--- src/rtl/accum_pkg.sv ---
// Shared types and default parameter values for the sample accumulator.
package accum_pkg;

  typedef enum logic [1:0] {
    IDLE  = 2'd0,
    ACCUM = 2'd1,
    HOLD  = 2'd2
  } accum_state_t;

  localparam int DEF_DATA_W = 4;
  localparam int DEF_COUNT  = 4;
  localparam int DEF_SUM_W  = 6;

endpackage

--- src/rtl/accum_fsm.sv ---
// Sequencing for the accumulator: tracks IDLE/ACCUM/HOLD and the sample count,
// and produces the handshake outputs plus load/add/release strobes for the datapath.
module accum_fsm
  import accum_pkg::*;
#(
  parameter int COUNT = DEF_COUNT
) (
  input  logic clk,
  input  logic rst,
  input  logic clear,
  input  logic in_valid,
  input  logic out_ready,
  output logic in_ready,
  output logic out_valid,
  output logic load,
  output logic add,
  output logic release_res
);

  localparam int CNT_W = $clog2(COUNT + 1);

  accum_state_t state, state_nxt;
  logic [CNT_W-1:0] cnt, cnt_nxt, cnt_inc;
  logic             rst_q;
  logic             in_fire, out_fire;

  // rst_q marks the first cycle after reset so the input side stays closed one extra cycle.
  always_ff @(posedge clk) begin
    if (rst) begin
      state <= IDLE;
      cnt   <= '0;
      rst_q <= 1'b1;
    end else begin
      state <= state_nxt;
      cnt   <= cnt_nxt;
      rst_q <= 1'b0;
    end
  end

  always_comb begin
    state_nxt = state;
    cnt_nxt   = cnt;
    cnt_inc   = cnt + CNT_W'(1);
    in_fire   = in_valid && in_ready;
    out_fire  = out_valid && out_ready;
    if (clear) begin
      state_nxt = IDLE;
      cnt_nxt   = '0;
    end else begin
      case (state)
        IDLE: begin
          if (in_fire) begin
            cnt_nxt   = CNT_W'(1);
            state_nxt = (COUNT == 1) ? HOLD : ACCUM;
          end
        end
        ACCUM: begin
          if (in_fire) begin
            cnt_nxt = cnt_inc;
            if (cnt_inc == CNT_W'(COUNT)) state_nxt = HOLD;
          end
        end
        HOLD: begin
          if (out_fire) begin
            state_nxt = IDLE;
            cnt_nxt   = '0;
          end
        end
        default: begin
          state_nxt = IDLE;
          cnt_nxt   = '0;
        end
      endcase
    end
  end

  always_comb begin
    in_ready    = (state != HOLD) && !rst && !rst_q;
    out_valid   = (state == HOLD) && !rst;
    load        = in_valid && in_ready && (state == IDLE) && !clear;
    add         = in_valid && in_ready && (state == ACCUM) && !clear;
    release_res = out_valid && out_ready;
  end

endmodule

--- src/rtl/accum_4bit.sv ---
// Accumulates COUNT unsigned samples into a SUM_W-bit result with a sticky overflow flag.
// Define ACCUM_SAT_EN to saturate the sum on overflow; otherwise it wraps.
module accum_4bit
  import accum_pkg::*;
#(
  parameter int DATA_W = DEF_DATA_W,
  parameter int COUNT  = DEF_COUNT,
  parameter int SUM_W  = DEF_SUM_W
) (
  input  logic              clk,
  input  logic              rst,
  input  logic              clear,
  input  logic              in_valid,
  output logic              in_ready,
  input  logic [DATA_W-1:0] in_data,
  output logic              out_valid,
  input  logic              out_ready,
  output logic [SUM_W-1:0]  out_data,
  output logic              out_ovf
);

  logic [SUM_W-1:0] acc;
  logic             ovf;
  logic [SUM_W:0]   sum;
  logic [SUM_W-1:0] acc_add;
  logic             load, add, release_res;

  accum_fsm #(
    .COUNT(COUNT)
  ) u_fsm (
    .clk         (clk),
    .rst         (rst),
    .clear       (clear),
    .in_valid    (in_valid),
    .out_ready   (out_ready),
    .in_ready    (in_ready),
    .out_valid   (out_valid),
    .load        (load),
    .add         (add),
    .release_res (release_res)
  );

  // The extra top bit of sum is the carry that flags overflow.
  always_comb begin
    sum = {1'b0, acc} + (SUM_W + 1)'(in_data);
`ifdef ACCUM_SAT_EN
    acc_add = sum[SUM_W] ? {SUM_W{1'b1}} : sum[SUM_W-1:0];
`else
    acc_add = sum[SUM_W-1:0];
`endif
  end

  always_ff @(posedge clk) begin
    if (rst || clear || release_res) begin
      acc <= '0;
      ovf <= 1'b0;
    end else if (load) begin
      acc <= SUM_W'(in_data);
      ovf <= 1'b0;
    end else if (add) begin
      acc <= acc_add;
      ovf <= ovf | sum[SUM_W];
    end
  end

  always_comb begin
    out_data = out_valid ? acc : '0;
    out_ovf  = out_valid ? ovf : 1'b0;
  end

endmodule

--- config.mk ---
export PLATFORM = sky130hd
export DESIGN_NAME = accum_4bit
export DESIGN_NICKNAME = d
export VERILOG_FILES = /design/src/rtl/accum_pkg.sv /design/src/rtl/accum_fsm.sv /design/src/rtl/accum_4bit.sv
export SDC_FILE = /design/constraint.sdc
export NUM_CORES = 1
export LEC_CHECK = 0
export CAP_MARGIN = 40
export CELL_PAD_IN_SITES_DETAIL_PLACEMENT = 0
export CELL_PAD_IN_SITES_GLOBAL_PLACEMENT = 2
export CORE_MARGIN = 4
export CORE_UTILIZATION = 29
export CTS_CLUSTER_DIAMETER = 50
export DETAILED_ROUTE_END_ITERATION = 12
export PLACE_DENSITY = 0.77
export SYNTH_ARGS = -nofsm -noshare
export SYNTH_HDL_FRONTEND = slang
export SYNTH_SLANG_ARGS = --single-unit
--- constraint.sdc ---
create_clock -name clk -period 1.8 [get_ports clk]
set_input_delay 0.36 -clock clk [delete_from_list [all_inputs] [get_ports clk]]
set_output_delay 0.36 -clock clk [all_outputs]
set_load 0.02 [all_outputs]
==> flow_summary.ini <==
[timing]
fin_skew_ns = 0.00188
tns_ns = 0
worstMarginPinSlew_ns = 0.352
rsz0062_at_grt = false
fin_crit_ns = 1.73
holdWs_ns = 0.473
setup_viol = 0
drv_slew = 0
fmax_mhz = 577
finalHoldViolCount = 0
finalCritPeriodShare_pct = 96.3
relSlewSlack_pct = 75.9

[clock_network]
clk_latency_ns = 0.28
htree_levels = 1
cts_buffers = 3
clockBufferDepth = 2
clk_pin_slew_ns = 0.09
cts_tree = done
postCtsSetupRepairBufs = 0
cts_num_sinks = 13
clockRootBuffer = clkbuf_4

[global_routing]
grt_pass1_vias = 814
grt_pass1_wl_mm = 3.45
overflow = 0
grt_max_degree = 14
antenna_found_initial = 0
grt_usage_pct = 12.1

[drt]
wl_per_cell_um = 12.3
drt_first_pass_iters = 4
drt_wl_total_mm = 1.96
viasPerCell = 5.10
drcViolationCount = 0
vias = 811
final_antenna_net_count = 0
drt-initial-drc-count = 17

[logic_synthesis]
yosys_warnings = 0
synth-seq-area-share_pct = 30.7
synth_edf_count = 0
synth_ff_type = dfxtp_1
syn_area_per_cell_um2 = 9.02
synth_cell_types = 38
syn_nets = 110
synth_common_cells = dfxtp_1 (13), nor2_1 (8), a21oi_1 (7), and2_1 (7), ha_1 (6)
synthArstFlopShare_pct = 0
syn-cell-area_um2 = 848
synthCells = 94
synth_area_leader_cell = dfxtp_1
synth_most_common_cell = dfxtp_1
synth-seq-cells = 13
synthDominantCellAreaShare_pct = 30.7
synth_area_leaders = dfxtp_1 (31%), ha_1 (8.8%), mux2i_1 (5.9%), and2_1 (5.2%), a21oi_1 (4.1%)

[critical_path]
crit_type = input port to output pin
cp.required_ns = 1.44
critPathCaptureType = output pin
cp_cell_sequence = clkdlybuf4s50_1 > and2b_4 > and2_1 > buf_2
path_max_fanout = 8
crit_path_top_delay_cell = clkdlybuf4s50_1
cpPeakStageDelay_ns = 0.41
critical_path_arrival_ns = 1.37
startpoint_type = input port

[pwr]
power.density_nw_per_um2 = 499
peakVddDrop_mv = 0.239
p_leak_nw = 0.519
power_uw = 575

[place]
dp_hpwl_mm = 1.59
portBuffers = 17
gp_congestion = 0.727
placed_cell_area_um2 = 1150

[floorplanning]
dieArea_um2 = 3850
start_util_pct = 30.5
die_h_um = 62.1
coreArea_um2 = 2780
io_pins = 18
fp.dieW_um = 62.1
rows = 19

[layout]
syn_to_final_growth_pct = 36.0
num-fill-cells = 290
drive_gt1_share_pct = 28.9
final_core_util_pct = 41.5
num_antenna_cells = 0
postLayoutCellArea_um2 = 1150
fin_nets = 145

[status]
status = finished clean

[flow_run]
drv_cap = 0

[hold_path]
hp-class = input port to flip-flop
-- cells in the final DEF (no fill, tap or decap), drive strengths merged, types with 3 or more instances in the layout --
cell and instances:
dfxtp 13, nand3 4, buf 23, nand2b 5
nand2 5, clkdlybuf4s50 6, mux2i 5, ha 6
nor3 3, and2 7, clkbuf 5, a21oi 7
nor2 8
-- power by group --
part / internal [mW] / switching (mW) / total [mW]
Clock: 0.0858 / 0.103 / 0.189
Combinational: 0.0492 / 0.0422 / 0.0914
Sequential: 0.291 / 0.00331 / 0.295
-- metal layers --
| layer | up-vias | share of wire (%) | global-route usage (%) |
|---|---|---|---|
| met5 | - | 0 | 0 |
| met4 | 0 | 0.92 | 6.97 |
| met3 | 2 | 4.2 | 2.27 |
| met2 | 12 | 45 | 18.9 |
| met1 | 380 | 50 | 15.5 |
| li1 | 417 | - | - |
-- kinds of logic after synthesis --
| group | synth area share [%] |
|---|---|
| and+or+nand+nor | 30.7 |
| xor gates and xnor gates | 2.07 |
| adders and majority gates | 11.2 |
| DFF | 30.7 |
| muxes | 5.90 |
| AOI/OAI and AO/OA | 17.1 |
| buffers and inverters | 2.36 |
-- registers in the layout (all words and copies together), names as in the netlist --
| register | flops |
|---|---|
| u_fsm.rst_q | 1 |
| u_fsm.state | 2 |
| acc | 6 |
| u_fsm.cnt | 3 |
| ovf | 1 |
-- area by class of cell --
type                            instances  area, um2  share of cell area [%]
Inverter                                1       3.75                   0.325
Multi-Input combinational cell         78        578                    50.1
Clock buffer                            4       26.3                    2.28
Tap cell                               31       38.8                    3.36
Timing Repair Buffer                   32        245                    21.3
Sequential cell                        13        262                    22.7
-- path summary, 6_finish.rpt --
path,from,endpoint,slack (ns),depth (start not counted)
setup / recovery,rst,out_data[3],0.07,4
hold / removal,in_data[0],acc[0],0.47,3
setup reg to reg,acc[0],ovf,0.23,6
hold reg to reg,u_fsm.cnt[1],u_fsm.cnt[1],0.48,2
-- worst max-delay path, delay by kind of cell --
| kind | cells | cell delay (ns) |
|---|---|---|
| simple gates | 2 | 0.44 |
| buf+inv | 2 | 0.57 |
-- stage by stage --
stage	setup WS [ns]	cells
after global placement	-0.371	155
after CTS	0.0203	159
final	0.0663	159
after floorplan	0.133	94
after global routing	0.0132	159
after detailed placement	-0.409	155
-- repair_timing --
item,4_1_cts,5_1_grt
resized for setup,38,6
endpoints found under the setup margin,11,4
pin swaps,0,2
gates cloned,0,0
hold buffers,0,0
(Power assumes the default switching activity.)
